File: config.mk
export PLATFORM = sky130hd
export DESIGN_NAME = tff_toggle_decoder
export DESIGN_NICKNAME = d
export VERILOG_FILES = /design/src/rtl/tff_toggle_decoder.sv
export SDC_FILE = /design/constraint.sdc
export NUM_CORES = 1
export LEC_CHECK = 0
export CAP_MARGIN = 20
export CORE_UTILIZATION = 30
export DETAILED_ROUTE_END_ITERATION = 6
export PLACE_DENSITY_LB_ADDON = 0.25
export SETUP_SLACK_MARGIN = 0.15
export SLEW_MARGIN = 25
export SYNTH_ARGS = -nofsm -noshare
export SYNTH_HDL_FRONTEND = slang
export SYNTH_SLANG_ARGS = --single-unit
File: constraint.sdc
create_clock -name i_clk -period 4.8 [get_ports i_clk]
set_input_delay 0.96 -clock i_clk [delete_from_list [all_inputs] [get_ports i_clk]]
set_output_delay 0.96 -clock i_clk [all_outputs]
set_load 0.01 [all_outputs]
File: src/rtl/tff_toggle_decoder.sv
// Recovers discrete events from a toggle-encoded level: every change of i_q_in after arming
// becomes a one-cycle pulse, is counted, and is queued for a valid/ready consumer.
module tff_toggle_decoder #(
  parameter int SYNC_STAGES = 2,
  parameter int CNT_W       = 8,
  parameter int DEPTH       = 4
) (
  input  logic             i_clk,
  input  logic             i_rstn,
  input  logic             i_q_in,
  input  logic             i_clr,
  input  logic             i_evt_ready,
  output logic             o_level,
  output logic             o_pulse_out,
  output logic             o_evt_valid,
  output logic [3:0]       o_pending,
  output logic [CNT_W-1:0] o_evt_cnt,
  output logic             o_cnt_sat,
  output logic             o_ovf
);

  typedef enum logic {ST_UNARMED, ST_ARMED} state_t;

  localparam logic [3:0]       DEPTH_C  = 4'(DEPTH);
  localparam logic [2:0]       STAGES_C = 3'(SYNC_STAGES);
  localparam logic [CNT_W-1:0] CNT_MAX  = '1;
  localparam logic [CNT_W-1:0] CNT_TOP  = CNT_MAX - CNT_W'(1);

  state_t                 r_state;
  logic [2:0]             r_stage;
  logic [SYNC_STAGES-1:0] r_sync;
  logic                   r_ref;
  logic                   r_pulse;
  logic                   r_valid;
  logic [3:0]             r_pending;
  logic [CNT_W-1:0]       r_cnt;
  logic                   r_sat;
  logic                   r_ovf;

  logic w_level;
  logic w_detect;
  logic w_consume;

  assign w_level   = r_sync[SYNC_STAGES-1];
  assign w_detect  = (r_state == ST_ARMED) && (w_level != r_ref);
  assign w_consume = r_valid && i_evt_ready;

  assign o_level     = w_level;
  assign o_pulse_out = r_pulse;
  assign o_evt_valid = r_valid;
  assign o_pending   = r_pending;
  assign o_evt_cnt   = r_cnt;
  assign o_cnt_sat   = r_sat;
  assign o_ovf       = r_ovf;

  always_ff @(posedge i_clk or negedge i_rstn) begin
    if (!i_rstn) begin
      r_sync <= '0;
    end else begin
      r_sync <= {r_sync[SYNC_STAGES-2:0], i_q_in};
    end
  end

  // Arming waits until the sync chain holds real samples, so the first level is a reference only.
  always_ff @(posedge i_clk or negedge i_rstn) begin
    if (!i_rstn) begin
      r_state <= ST_UNARMED;
      r_stage <= '0;
      r_ref   <= 1'b0;
    end else if (r_state == ST_UNARMED) begin
      if (r_stage == STAGES_C) begin
        r_ref   <= w_level;
        r_state <= ST_ARMED;
      end else begin
        r_stage <= r_stage + 3'd1;
      end
    end else begin
      r_ref <= w_level;
    end
  end

  always_ff @(posedge i_clk or negedge i_rstn) begin
    if (!i_rstn) begin
      r_pulse   <= 1'b0;
      r_valid   <= 1'b0;
      r_pending <= '0;
      r_cnt     <= '0;
      r_sat     <= 1'b0;
      r_ovf     <= 1'b0;
    end else if (i_clr) begin
      // A detect in this cycle is dropped; ref still follows level so it is not seen again.
      r_pulse   <= 1'b0;
      r_valid   <= 1'b0;
      r_pending <= '0;
      r_cnt     <= '0;
      r_sat     <= 1'b0;
      r_ovf     <= 1'b0;
    end else begin
      r_pulse <= w_detect;
      if (w_detect && (r_cnt != CNT_MAX)) begin
        r_cnt <= r_cnt + CNT_W'(1);
        if (r_cnt == CNT_TOP) begin
          r_sat <= 1'b1;
        end
      end
      if (w_detect && !w_consume) begin
        if (r_pending == DEPTH_C) begin
          r_ovf <= 1'b1;
        end else begin
          r_pending <= r_pending + 4'd1;
          r_valid   <= 1'b1;
        end
      end else if (w_consume && !w_detect) begin
        r_pending <= r_pending - 4'd1;
        r_valid   <= (r_pending != 4'd1);
      end
    end
  end

endmodule

==> impl_metrics.py, run 1 <==
metrics = {
    "global_routing": {
        "grt_pass1_wl_um": 4690,
        "grt_pass1_vias": 999,
        "grt_antenna_before_repair": 0,
        "grt_max_degree": 24,
        "grt_overflow": 0,
        "grt.total_usage_pct": 14.4,
    },
    "logic_synthesis": {
        "yosys-mux-area-fraction_pct": 3.77,
        "synth_top_family_by_area": "simple AND/OR/NAND/NOR gates",
        "synth_seq_area_share_pct": 45.7,
        "synth_compound_area_share_pct": 15.5,
        "syn_area_per_cell_um2": 10.2,
        "synthSimpleGateAreaFrac_pct": 17.8,
        "synth.top_cell.area_share_pct": 45.7,
        "yosys-top-cells-area": "dfrtp_1, ha_1, a21oi_1",
        "ys.flop_type": "dfrtp_1",
        "synth_area_um2": 1260,
        "yosysWarnings": 0,
        "synthAdderAreaFrac_pct": 7.94,
        "synthesis.nets": 136,
        "synth-xor-area-share_pct": 4.77,
        "ys_types": 43,
        "synth_cells": 123,
        "async_reset_ff_share_pct": 100,
        "synth_edf_count": 0,
        "yosys.area.top_type": "dfrtp_1",
        "synth_seq_cells": 23,
    },
    "drt": {
        "drt-initial-drc-count": 71,
        "viasPerCell": 5.08,
        "num_vias": 991,
        "first_pass_iters": 4,
        "drt-total-wl_um": 2670,
        "post_drt_wl_per_cell_um": 13.7,
        "ant_nets": 0,
        "route.detailed.drc": 0,
    },
    "sta": {
        "setup_viol": 0,
        "slew-limit-headroom_pct": 57.1,
        "rsz0062_at_grt": "false",
        "setup-tns-final_ns": 0,
        "period_minus_slack_ns": 2.71,
        "drv_slew": 0,
        "tightest_slew_ns": 0.642,
        "fmax_mhz": 368,
        "hold_viol": 0,
        "finalCritPeriodShare_pct": 56.6,
        "skew_ns": 0.00801,
    },
    "worst_setup_path": {
        "cp_slowest_stage_delay_ns": 0.85,
        "endpoint_kind": "flip-flop",
        "cp_cell_sequence": "clkdlybuf4s50_1, inv_1, a31oi_1, or2_1, mux2_4",
        "r2r_start": "r_ref",
        "critPathMaxFanout": 16,
        "start_kind": "primary input",
        "cp.buffers_inverters": 2,
        "cp_top_family": "buffers and inverters",
        "crit_arrival_ns": 2.88,
        "required_ns": 4.97,
        "critPathSlowestCell": "clkdlybuf4s50_1",
        "path_class": "in2reg",
        "r2r_slack_ns": 2.84,
        "worst-r2r-cell-count": 4,
        "rr_endpoint": "o_evt_valid",
        "crit_start": "i_clr",
    },
    "finish": {
        "final_layout_size_suffix_gt1_share_pct": 8.97,
        "final_area_um2": 1560,
        "multi_input_area_um2": 627,
        "syn_to_final_growth_pct": 23.5,
        "nNetsFinal": 159,
        "seqCellArea_um2": 576,
        "fill_cells": 404,
        "diodes": 0,
    },
    "min_path": {
        "hold_start": "r_sync[0]",
        "min_path_cells": 0,
        "hold_end": "r_sync[1]",
        "hold_class": "reg2reg",
    },
    "cts": {
        "cts_setup_buffers": 0,
        "h-tree-depth": 1,
        "clockBufferDepth": 2,
        "cts_root_buffer": "clkbuf_8",
        "cts_inserted_buffers": 3,
        "postCtsHoldBufs": 0,
        "path_clk_slew_ns": 0.09,
        "cts_tree": "done",
        "insertion_delay_ns": 0.27,
        "clock-sinks": 23,
        "cts_resized": 0,
    },
    "power": {
        "ir_drop_uv": 159,
        "p_leak_nw": 0.638,
        "combPwrFrac_pct": 33.3,
        "p_seq_share_pct": 43.6,
        "powerDensity_nw_per_um2": 358,
        "p_sw_share_pct": 34.1,
        "p_int_mw": 0.367,
        "p_switching_mw": 0.190,
        "pwr-share-clk_pct": 23.1,
    },
    "status": {
        "status": "finished clean",
    },
    "placement": {
        "place_area_um2": 1510,
        "numPortBuffers": 21,
        "detailed_place_hpwl_um": 1960,
        "gp_congestion": 0.895,
    },
    "job": {
        "cap_violations": 0,
    },
    "die": {
        "die_x_um": 66.8,
        "core_area_um2": 4030,
        "die-area_um2": 4460,
        "rows": 23,
        "start_util_pct": 31.3,
        "die_h_um": 66.8,
        "ios": 22,
    },
}
==> worst register-to-register path, delay by kind of cell, from the launching register on <==
kind	cells	cell delay (ns)
XOR/XNOR	1	0.55
flip-flops	1	0.42
AND/OR/NAND/NOR	1	0.31
multiplexers	1	0.31
AO/OA/AOI/OAI	1	0.27
==> synthesized netlist by cell type (2+ instances only) <==
cell,number
a21oi_1,8
a31oi_1,3
and3_1,3
dfrtp_1,23
ha_1,8
inv_1,10
mux2_2,2
nand2_1,7
nand2b_1,2
nand3_1,3
nand4_1,3
nor2_1,8
nor2b_1,2
nor3_1,4
nor4_1,2
o21ai_0,4
or3_1,2
xnor2_1,4
==> final cells by class <==
| class | count | share of cell area, % |
|---|---|---|
| clock inverter | 1 | 0.482 |
| tap | 50 | 4.02 |
| inverter | 10 | 2.41 |
| timing repair buffer | 21 | 13.2 |
| multi-input combinational | 87 | 40.3 |
| clock buffer | 3 | 2.65 |
| sequential | 23 | 37.0 |
==> cells in the final DEF (no fill, tap or decap), types with 3 or more instances in the layout <==
cell             netlist  layout
a21oi_1                8       8
a31oi_1                3       3
and3_1                 3       3
clkbuf_8               0       3
clkdlybuf4s50_1        0      20
dfrtp_1               23      23
ha_1                   8       8
inv_1                 10      10
nand2_1                7       7
nand3_1                3       3
nand4_1                3       3
nor2_1                 8       8
nor3_1                 4       4
o21ai_0                4       4
xnor2_1                4       4
==> routing by layer <==
layer / up-vias / wire length, um / part of all wire, % / GRT usage (%)
met4: 0 / 51 / 1.9 / 5.59
met2: 26 / 1250 / 47 / 23.1
li1: 483 / - / - / -
met3: 6 / 102 / 3.8 / 3.60
met1: 476 / 1270 / 47 / 18.3
met5: - / 0 / 0 / 0
==> registers in the layout, summed over array words and instances (netlist names) <==
register	count
o_evt_valid	1
o_ovf	1
o_evt_cnt	8
r_stage	3
o_pending	4
o_cnt_sat	1
r_ref	1
r_state	1
r_sync	2
o_pulse_out	1
==> worst max path at each step <==
| stage | end | slack, ns | depth (start not counted) |
|---|---|---|---|
| 3_3_place_gp | o_evt_valid | 1.91 | 5 |
| 4_1_cts | o_evt_valid | 2.10 | 5 |
| 2_1_floorplan | o_evt_valid | 2.87 | 4 |
| 5_1_grt | o_evt_valid | 1.95 | 5 |
| 6_report | o_evt_valid | 2.09 | 5 |
| 3_5_place_dp | o_evt_valid | 1.81 | 5 |
==> cell families after synthesis <==
kind of cell    after synthesis
simple gates                 42
compound gates               27
flops                        23
buf+inv                      13
fa+ha+maj                     8
xor+xnor                      6
mux                           4
==> power by group through the flow <==
stage          logic, mW  clock network (mW)  registers (mW)
6_report           0.186               0.128           0.243
5_1_grt            0.208               0.142           0.247
4_1_cts            0.188               0.134           0.242
3_5_place_dp       0.187                   0           0.247
3_3_place_gp       0.184                   0           0.245
2_1_floorplan      0.107                   0           0.250
==> stage by stage <==
| step | total power, mW | setup slack [ns] | instances | util [%] | hold WS (ns) |
|---|---|---|---|---|---|
| after floorplan | 0.357 | 2.87 | 123 | - | 0.331 |
| after global placement | 0.430 | 1.91 | 191 | 37.5 | 0.341 |
| after detailed placement | 0.434 | 1.81 | 191 | 37.4 | 0.351 |
| after CTS | 0.565 | 2.10 | 195 | 38.6 | 0.369 |
| after global routing | 0.597 | 1.95 | 195 | 38.6 | 0.383 |
| final | 0.557 | 2.09 | 195 | 38.6 | 0.365 |
No activity file was read; power rests on OpenSTA's default activity.
==> run 2, diff against run 1 <==
clock period = 2.3 ns   (was 4.8 ns; I/O delays follow)
==> impl_metrics.py, run 2 (same netlist as run 1, synthesis figures left out) <==
metrics = {
    "placement": {
        "post-place-ws_ns": 0.276,
        "detailed_place_hpwl_um": 1930,
        "dpl.cell_count": 193,
        "numPortBuffers": 21,
        "gp_congestion": 0.857,
    },
    "power": {
        "powerDensity_nw_per_um2": 728,
        "totalPowerFinal_mw": 1.15,
        "ir_drop_uv": 271,
        "p_leak_nw": 0.652,
    },
    "worst_setup_path": {
        "start_kind": "flip-flop",
        "endpoint_kind": "flip-flop",
        "critPathSlowestCell": "dfrtp_1",
        "path_class": "reg2reg",
        "cp_cell_sequence": "inv_1, ha_1, inv_1, o311a_1, or2_1, mux2_4",
        "cp_slowest_stage_delay_ns": 0.43,
        "cpMostUsedCell": "inv_1",
        "crit_arrival_ns": 2.04,
        "critPathMaxFanout": 5,
        "required_ns": 2.45,
    },
    "sta": {
        "rsz0062_at_grt": "false",
        "setup_viol": 0,
        "setup_ws_ns": 0.415,
        "drv_slew": 0,
        "setup-tns-final_ns": 0,
        "hold_viol": 0,
        "tightest_slew_ns": 0.565,
        "finalCritPeriodShare_pct": 82.0,
        "fmax_mhz": 530,
        "skew_ns": 0.00181,
        "period_minus_slack_ns": 1.89,
        "slew-limit-headroom_pct": 62.3,
    },
    "cts": {
        "cts_inserted_buffers": 3,
        "postCtsHoldBufs": 0,
        "clockBufferDepth": 2,
        "path_clk_slew_ns": 0.08,
        "clock-sinks": 23,
        "cts_resized": 0,
        "cts_root_buffer": "clkbuf_8",
        "h-tree-depth": 1,
        "cts_tree": "done",
        "cts_setup_buffers": 0,
        "insertion_delay_ns": 0.26,
    },
    "global_routing": {
        "grt_pass1_wl_um": 4550,
        "grt_max_degree": 24,
        "grt_pass1_vias": 995,
        "grt_antenna_before_repair": 0,
        "grt_overflow": 0,
        "grt.total_usage_pct": 13.6,
    },
    "die": {
        "start_util_pct": 31.3,
        "die_h_um": 66.8,
        "die-area_um2": 4460,
        "die_x_um": 66.8,
        "ios": 22,
        "core_area_um2": 4030,
        "rows": 23,
    },
    "drt": {
        "viasPerCell": 5.15,
        "num_vias": 1015,
        "ant_nets": 0,
        "first_pass_iters": 4,
        "post_drt_wl_per_cell_um": 13.5,
        "drt-initial-drc-count": 66,
        "route.detailed.drc": 0,
        "drt-total-wl_um": 2670,
    },
    "finish": {
        "layout_common_cells": "dfrtp_1, clkdlybuf4s50_1, inv_1",
        "syn_to_final_growth_pct": 24.9,
        "final_common_cell": "dfrtp_1",
        "diodes": 0,
        "final_layout_size_suffix_gt1_share_pct": 9.52,
        "nNetsFinal": 161,
        "largest_reg_flops": 8,
        "final_cells": 197,
    },
    "job": {
        "cap_violations": 0,
    },
    "status": {
        "status": "finished clean",
    },
    "min_path": {
        "hold_class": "reg2reg",
    },
}
==> run 2: changes by cell type in the layout (fill, tap and decap cells not counted), sizes merged <==
cell	delta
clkdlybuf4s50	+1
clkinvlp	-1
clkinv	+1
buf	+1
==> run 2: routing by layer <==
metal  wire length [um]  track usage, %  up-vias
met4                 27            3.99        0
met3                 95            2.57        2
met2               1280            21.8       24
li1                   -               -      486
met5                  0               0        -
met1               1260            18.3      503
==> run 2: area by class of cell <==
cell class | count | area [um2]
fill | 402 | 2450
multi-input combinational | 87 | 627
timing repair buffer | 23 | 225
tap | 50 | 62.6
clock inverter | 1 | 5.00
clock buffer | 3 | 41.3
inverter | 10 | 37.5
sequential | 23 | 576
==> run 2: report_power, final <==
part | total (mW) | switching (mW) | internal (mW)
clock network | 0.249 | 0.129 | 0.121
logic | 0.390 | 0.190 | 0.199
registers | 0.506 | 0.0590 | 0.447
total | 1.15 | 0.378 | 0.768
==> run 2: final timing paths <==
path	start	endpoint	slack, ns	depth (start not counted)
setup / recovery	o_pending[0]	o_evt_valid	0.41	6
hold / removal	r_sync[0]	r_sync[1]	0.36	0
setup reg to reg	o_pending[0]	o_evt_valid	0.41	6
hold reg to reg	r_sync[0]	r_sync[1]	0.36	0
max in group asynchronous	i_rstn	o_pending[2]	1.50	2
min in group asynchronous	i_rstn	o_pending[1]	0.55	2
==> run 2: worst max-delay path, delay by kind of cell, from the launching register on <==
kind,cells,cell delay (ns)
AOI/OAI and AO/OA,1,0.37
adders and majority gates,1,0.18
muxes,1,0.30
buffers and inverters,2,0.20
DFF,1,0.43
and+or+nand+nor,1,0.29
==> run 2: stage by stage <==
stage,util (%),hold slack (ns),instance area [um2]
after floorplan,-,0.164,1260
after global placement,37.9,0.337,1530
after detailed placement,37.9,0.340,1530
after CTS,39.1,0.360,1570
after global routing,39.1,0.362,1570
final,39.1,0.357,1570
==> run 3, diff against run 2 <==
clock period = 1.54 ns   (was 2.3 ns; I/O delays follow)
==> impl_metrics.py, run 3 (same netlist as run 1, synthesis figures left out) <==
metrics = {
    "drt": {
        "ant_nets": 0,
        "route.detailed.drc": 0,
        "viasPerCell": 5.02,
        "drt-initial-drc-count": 58,
        "first_pass_iters": 6,
        "num_vias": 1164,
        "post_drt_wl_per_cell_um": 14.2,
        "drt-total-wl_um": 3290,
    },
    "worst_setup_path": {
        "start_kind": "flip-flop",
        "critPathMaxFanout": 4,
        "rr_endpoint": "o_evt_valid",
        "required_ns": 1.70,
        "endpoint_kind": "flip-flop",
        "r2r_start": "o_pending[0]",
        "crit_arrival_ns": 1.81,
        "worst-r2r-cell-count": 6,
        "path_class": "reg2reg",
        "r2r_slack_ns": -0.11,
    },
    "cts": {
        "path_clk_slew_ns": 0.09,
        "cts_tree": "done",
        "postCtsHoldBufs": 0,
        "cts_inserted_buffers": 3,
        "cts_root_buffer": "clkbuf_8",
        "clockBufferDepth": 2,
        "insertion_delay_ns": 0.27,
        "clock-sinks": 23,
        "h-tree-depth": 1,
    },
    "power": {
        "p_leak_nw": 0.894,
        "p_sw_share_pct": 33.8,
        "combPwrFrac_pct": 45.8,
        "ir_drop_uv": 356,
        "powerDensity_nw_per_um2": 1050,
        "p_switching_mw": 0.697,
        "pwr-share-clk_pct": 18.9,
        "p_int_mw": 1.36,
        "totalPowerFinal_mw": 2.06,
        "p_seq_share_pct": 35.3,
    },
    "die": {
        "die-area_um2": 4460,
        "die_x_um": 66.8,
        "core_area_um2": 4030,
        "ios": 22,
        "start_util_pct": 31.3,
        "die_h_um": 66.8,
        "rows": 23,
    },
    "sta": {
        "period_minus_slack_ns": 1.65,
        "hold_viol": 0,
        "finalCritPeriodShare_pct": 107,
        "skew_ns": 0.00710,
        "setup_ws_ns": -0.107,
        "setup-tns-final_ns": -0.264,
        "setup_viol": 5,
        "fmax_mhz": 607,
        "drv_slew": 0,
        "rsz0062_at_grt": "true",
        "tightest_slew_ns": 0.320,
        "finalHoldWorstSlack_ns": 0.366,
        "slew-limit-headroom_pct": 78.6,
    },
    "min_path": {
        "hold_end": "r_sync[1]",
        "hold_class": "reg2reg",
        "min_path_cells": 0,
        "hold_start": "r_sync[0]",
    },
    "finish": {
        "syn_to_final_growth_pct": 55.7,
        "final_common_cell": "buf_4",
        "nNetsFinal": 196,
        "final_cells": 232,
        "final_layout_size_suffix_gt1_share_pct": 42.9,
        "largest_reg_flops": 8,
        "layout_common_cells": "buf_4, dfrtp_1, buf_6",
        "diodes": 0,
    },
    "job": {
        "cap_violations": 0,
    },
    "status": {
        "status": "complete, but fails checks",
        "violations": "negative setup slack",
    },
    "placement": {
        "detailed_place_hpwl_um": 2330,
        "dpl.cell_count": 216,
        "post-place-ws_ns": -0.303,
        "gp_congestion": 0.887,
        "numPortBuffers": 21,
    },
    "global_routing": {
        "grt.total_usage_pct": 15.8,
        "grt_antenna_before_repair": 0,
        "grt_pass1_vias": 1153,
        "grt_pass1_wl_um": 5270,
        "grt_max_degree": 24,
        "grt_overflow": 0,
    },
}
run 3: cell types whose count changed in the layout (fill, tap and decap cells not counted), sizes merged:
| cell | previous run | this run |
|---|---|---|
| clkbuf | 3 | 8 |
| clkdlybuf4s50 | 21 | 4 |
| clkinvlp | 0 | 1 |
| buf | 2 | 38 |
| dlygate4sd2 | 0 | 8 |
| clkdlybuf4s15 | 0 | 3 |
| clkinv | 1 | 0 |
run 3: through the flow:
step	utilization [%]	area, um2
after global placement	43.4	1750
final	48.7	1960
after global routing	48.7	1960
after floorplan	-	1310
after CTS	46.4	1870
after detailed placement	43.4	1750
run 3: area by class of cell:
type,instances,area [um2]
clock buffer,3,41.3
clock inverter,1,7.51
fill,387,2070
inverter,10,40.0
multi-input combinational,87,749
sequential,23,577
tap,50,62.6
timing repair buffer,58,484
run 3: what timing repair did:
action                                  in CTS  in global routing
pin swaps                                    6                 11
endpoints found under the setup margin      27                 20
setup buffers                                7                  5
gates resized for setup                     32                 27
run 3: worst max-delay path, stage by stage (launching register included):
cell and delay, ns:
dfrtp_2 0.43, inv_4 0.07, ha_4 0.14, inv_2 0.04, o311a_4 0.32, or2_4 0.25
mux2_4 0.29
run 3: worst max-delay path by stage:
stage | start | end | slack [ns] | cells past startpoint
floorplan | o_pending[1] | o_evt_valid | -0.14 | 6
global placement | i_evt_ready | o_evt_valid | -0.26 | 5
detailed placement | i_evt_ready | o_evt_valid | -0.30 | 5
global route | o_pending[0] | o_evt_valid | -0.15 | 6
finish | o_pending[0] | o_evt_valid | -0.11 | 6
CTS | o_pending[0] | o_evt_valid | -0.12 | 6
run 3: power by group through the flow:
stage | Sequential (mW) | Combinational, mW | Clock [mW]
floorplan | 0.788 | 0.380 | 0
global placement | 0.734 | 0.835 | 0
detailed placement | 0.736 | 0.859 | 0
CTS | 0.726 | 0.872 | 0.403
global route | 0.737 | 1.04 | 0.425
finish | 0.727 | 0.944 | 0.389
run 3: layer usage:
layer / vias up / track usage, % / share of wire, %
li1: 557 / - / -
met3: 4 / 2.23 / 3.3
met2: 28 / 27.9 / 51
met4: 0 / 4.79 / 0.76
met5: - / 0 / 0
met1: 575 / 19.6 / 45
==> variant (config.mk and constraints of run 2) <==
The parameter `CNT_W` goes from 8 to 10.
--- a/src/rtl/tff_toggle_decoder.sv
+++ b/src/rtl/tff_toggle_decoder.sv
@@ -3,5 +3,5 @@
 module tff_toggle_decoder #(
   parameter int SYNC_STAGES = 2,
-  parameter int CNT_W       = 8,
+  parameter int CNT_W       = 10,
   parameter int DEPTH       = 4
 ) (
Ports: changed (resized o_evt_cnt); port bits go from 22 to 24. The function was not compared with the original's and may differ.
==> variant against run 2 <==
Worst setup slack lost 140 ps; sequential power grew 7.1%; final area grew 9.0%; routed wire length grew 12%; power grew 3.3%; sequential cell count grew 2; non-clock buffer count grew 4; synthesized area grew 8.0%; largest power group unchanged; highest routed layer unchanged.
==> variant: results (changes against run 2) <==
stage	metric	value	unit	change
outcome	status	completed		unchanged
synth	syn_nets	151		was 136
timing	worst-margin pin slew	487.2	ps	was 564.9 ps
clocking	H-tree Lvls	1		unchanged
global_route	first-pass GRT wire length	5057	um	was 4554 um
cells_and_area	max reg flops	10		was 8
clocking	post_cts resized	0		unchanged
worst_setup_path	CP Launch Point	i_evt_ready		was o_pending[0]
placed_design	I/O Buffers	23		was 21
worst_setup_path	crit path DAT	2180	ps	was 2040 ps
synth	Cells after Synth	138		was 123
synth	Async S/R FF share, synth	1.000		unchanged
worst_setup_path	crit path max fanout	5		unchanged
worst_setup_path	worst flop-to-flop path endpoint	o_pending[2]		was o_evt_valid
clocking	Longest Clk Path Bufs	2		unchanged
clocking	Setup Buffers After CTS	0		unchanged
power	VDD IR-drop max	0.4213	mV	was 0.2711 mV
cells_and_area	share of cells above drive strength 1	0.07879		was 0.09524
placed_design	dpl hpwl	2237	um	was 1933 um
clocking	clock root buffer master	clkbuf_8		unchanged
worst_setup_path	R2R setup slack	390	ps	was 410 ps
synth	synth top area cells	dfrtp_1 (46%), ha_1 (7.4%), inv_1 (3.3%)		was dfrtp_1 (46%), ha_1 (7.9%), a21oi_1 (3.2%)
cells_and_area	NumNets Final	179		was 161
worst_setup_path	Crit Reg-Reg Startpoint	o_pending[1]		was o_pending[0]
global_route	GRT Overall Usage	0.1300		was 0.1358
placed_design	Final Wtd Congestion	0.8830		was 0.8574
synth	post-synth cell types	40		was 43
placed_design	Cell Count Post-Placement	213		was 193
synth	top_reg_cell synth	dfrtp_1		unchanged
global_route	initial antenna violation count	0		unchanged
cells_and_area	fill count	429		was 402
route	DR iter-0 viols	65		was 66
timing	Clock Skew	3.273	ps	was 1.811 ps
clocking	Worst-path clk slew	80	ps	about the same
route	Via density	5.189		was 5.152
cells_and_area	Finished Layout Cells	217		was 197
synth	Seq/Total Area, Yosys	0.4596		was 0.4568
worst_setup_path	worst reg2reg path depth	6		unchanged
clocking	Worst-Skew Late Latency	260	ps	about the same
power	leakage power	0.7015	nW	was 0.6518 nW
synth	Post-synth top cells	dfrtp_1 (25), inv_1 (12), nor2_1 (11)		was dfrtp_1 (23), inv_1 (10), a21oi_1 (8), ha_1 (8), nor2_1 (8)
global_route	largest net degree at the start of global routing	26		was 24
global_route	vias in the first global route	1081		was 995
worst_setup_path	CP Capture Point	o_evt_valid		unchanged
clocking	CTS buffer count	3		unchanged
route	routed wire length	2982	um	was 2668 um
==> variant: final cells by class <==
class | instances | area (sq um) | area share
multi-input cells | 97 | 674.4 | 0.3931
flip-flops and latches | 25 | 625.6 | 0.3647
repair buffers | 27 | 260.3 | 0.1517
well taps | 52 | 65.06 | 0.03793
clock buffers | 4 | 45.04 | 0.02626
inverters | 12 | 45.04 | 0.02626
==> variant: where the power goes <==
group / internal (mW) / total [mW] / switching (mW)
logic: 0.197 / 0.390 / 0.193
clock network: 0.124 / 0.251 / 0.127
registers: 0.483 / 0.542 / 0.0589
total: 0.804 / 1.18 / 0.379
==> variant: per-stage QoR <==
stage               area [sq um]  setup slack [ps]    util
floorplan                   1361             513.9       -
global placement            1670             128.2  0.3836
detailed placement          1670             5.274  0.3836
CTS                         1715             291.1  0.3940
global route                1715             180.0  0.3940
finish                      1715             276.6  0.3940
==> variant: cell families after synthesis <==
group                    count (synthesis)  synth area share
flip-flops                              25            0.4596
multiplexers                             3           0.02481
AO/OA/AOI/OAI                           33            0.1710
AND/OR/NAND/NOR                         47            0.1820
buffers and inverters                   16           0.04503
adder cells (fa/ha/maj)                  8           0.07353
XOR/XNOR                                 6           0.04412
==> variant: worst max-delay path: stages <==
cell and delay [ps]:
clkdlybuf4s50_1 440, a21boi_0 420, o311a_1 350, or2_1 170, mux2_2 330
==> variant: metal layers <==
layer | track usage | wire length (um) | up-vias
met5 | 0 | 0 | -
met2 | 0.2071 | 1459 | 28
li1 | - | - | 556
met3 | 0.03779 | 127 | 2
met4 | 0.02948 | 19 | 0
met1 | 0.1744 | 1375 | 540
==> variant: worst min-delay path by stage <==
stage                      endpoint  slack (ps)  cells after the start
after floorplan           o_cnt_sat         160                      0
after global placement    r_sync[1]         340                      0
after detailed placement  r_sync[1]         340                      0
after CTS                 r_sync[1]         360                      0
after global routing      r_sync[1]         360                      0
final                     r_sync[1]         360                      0
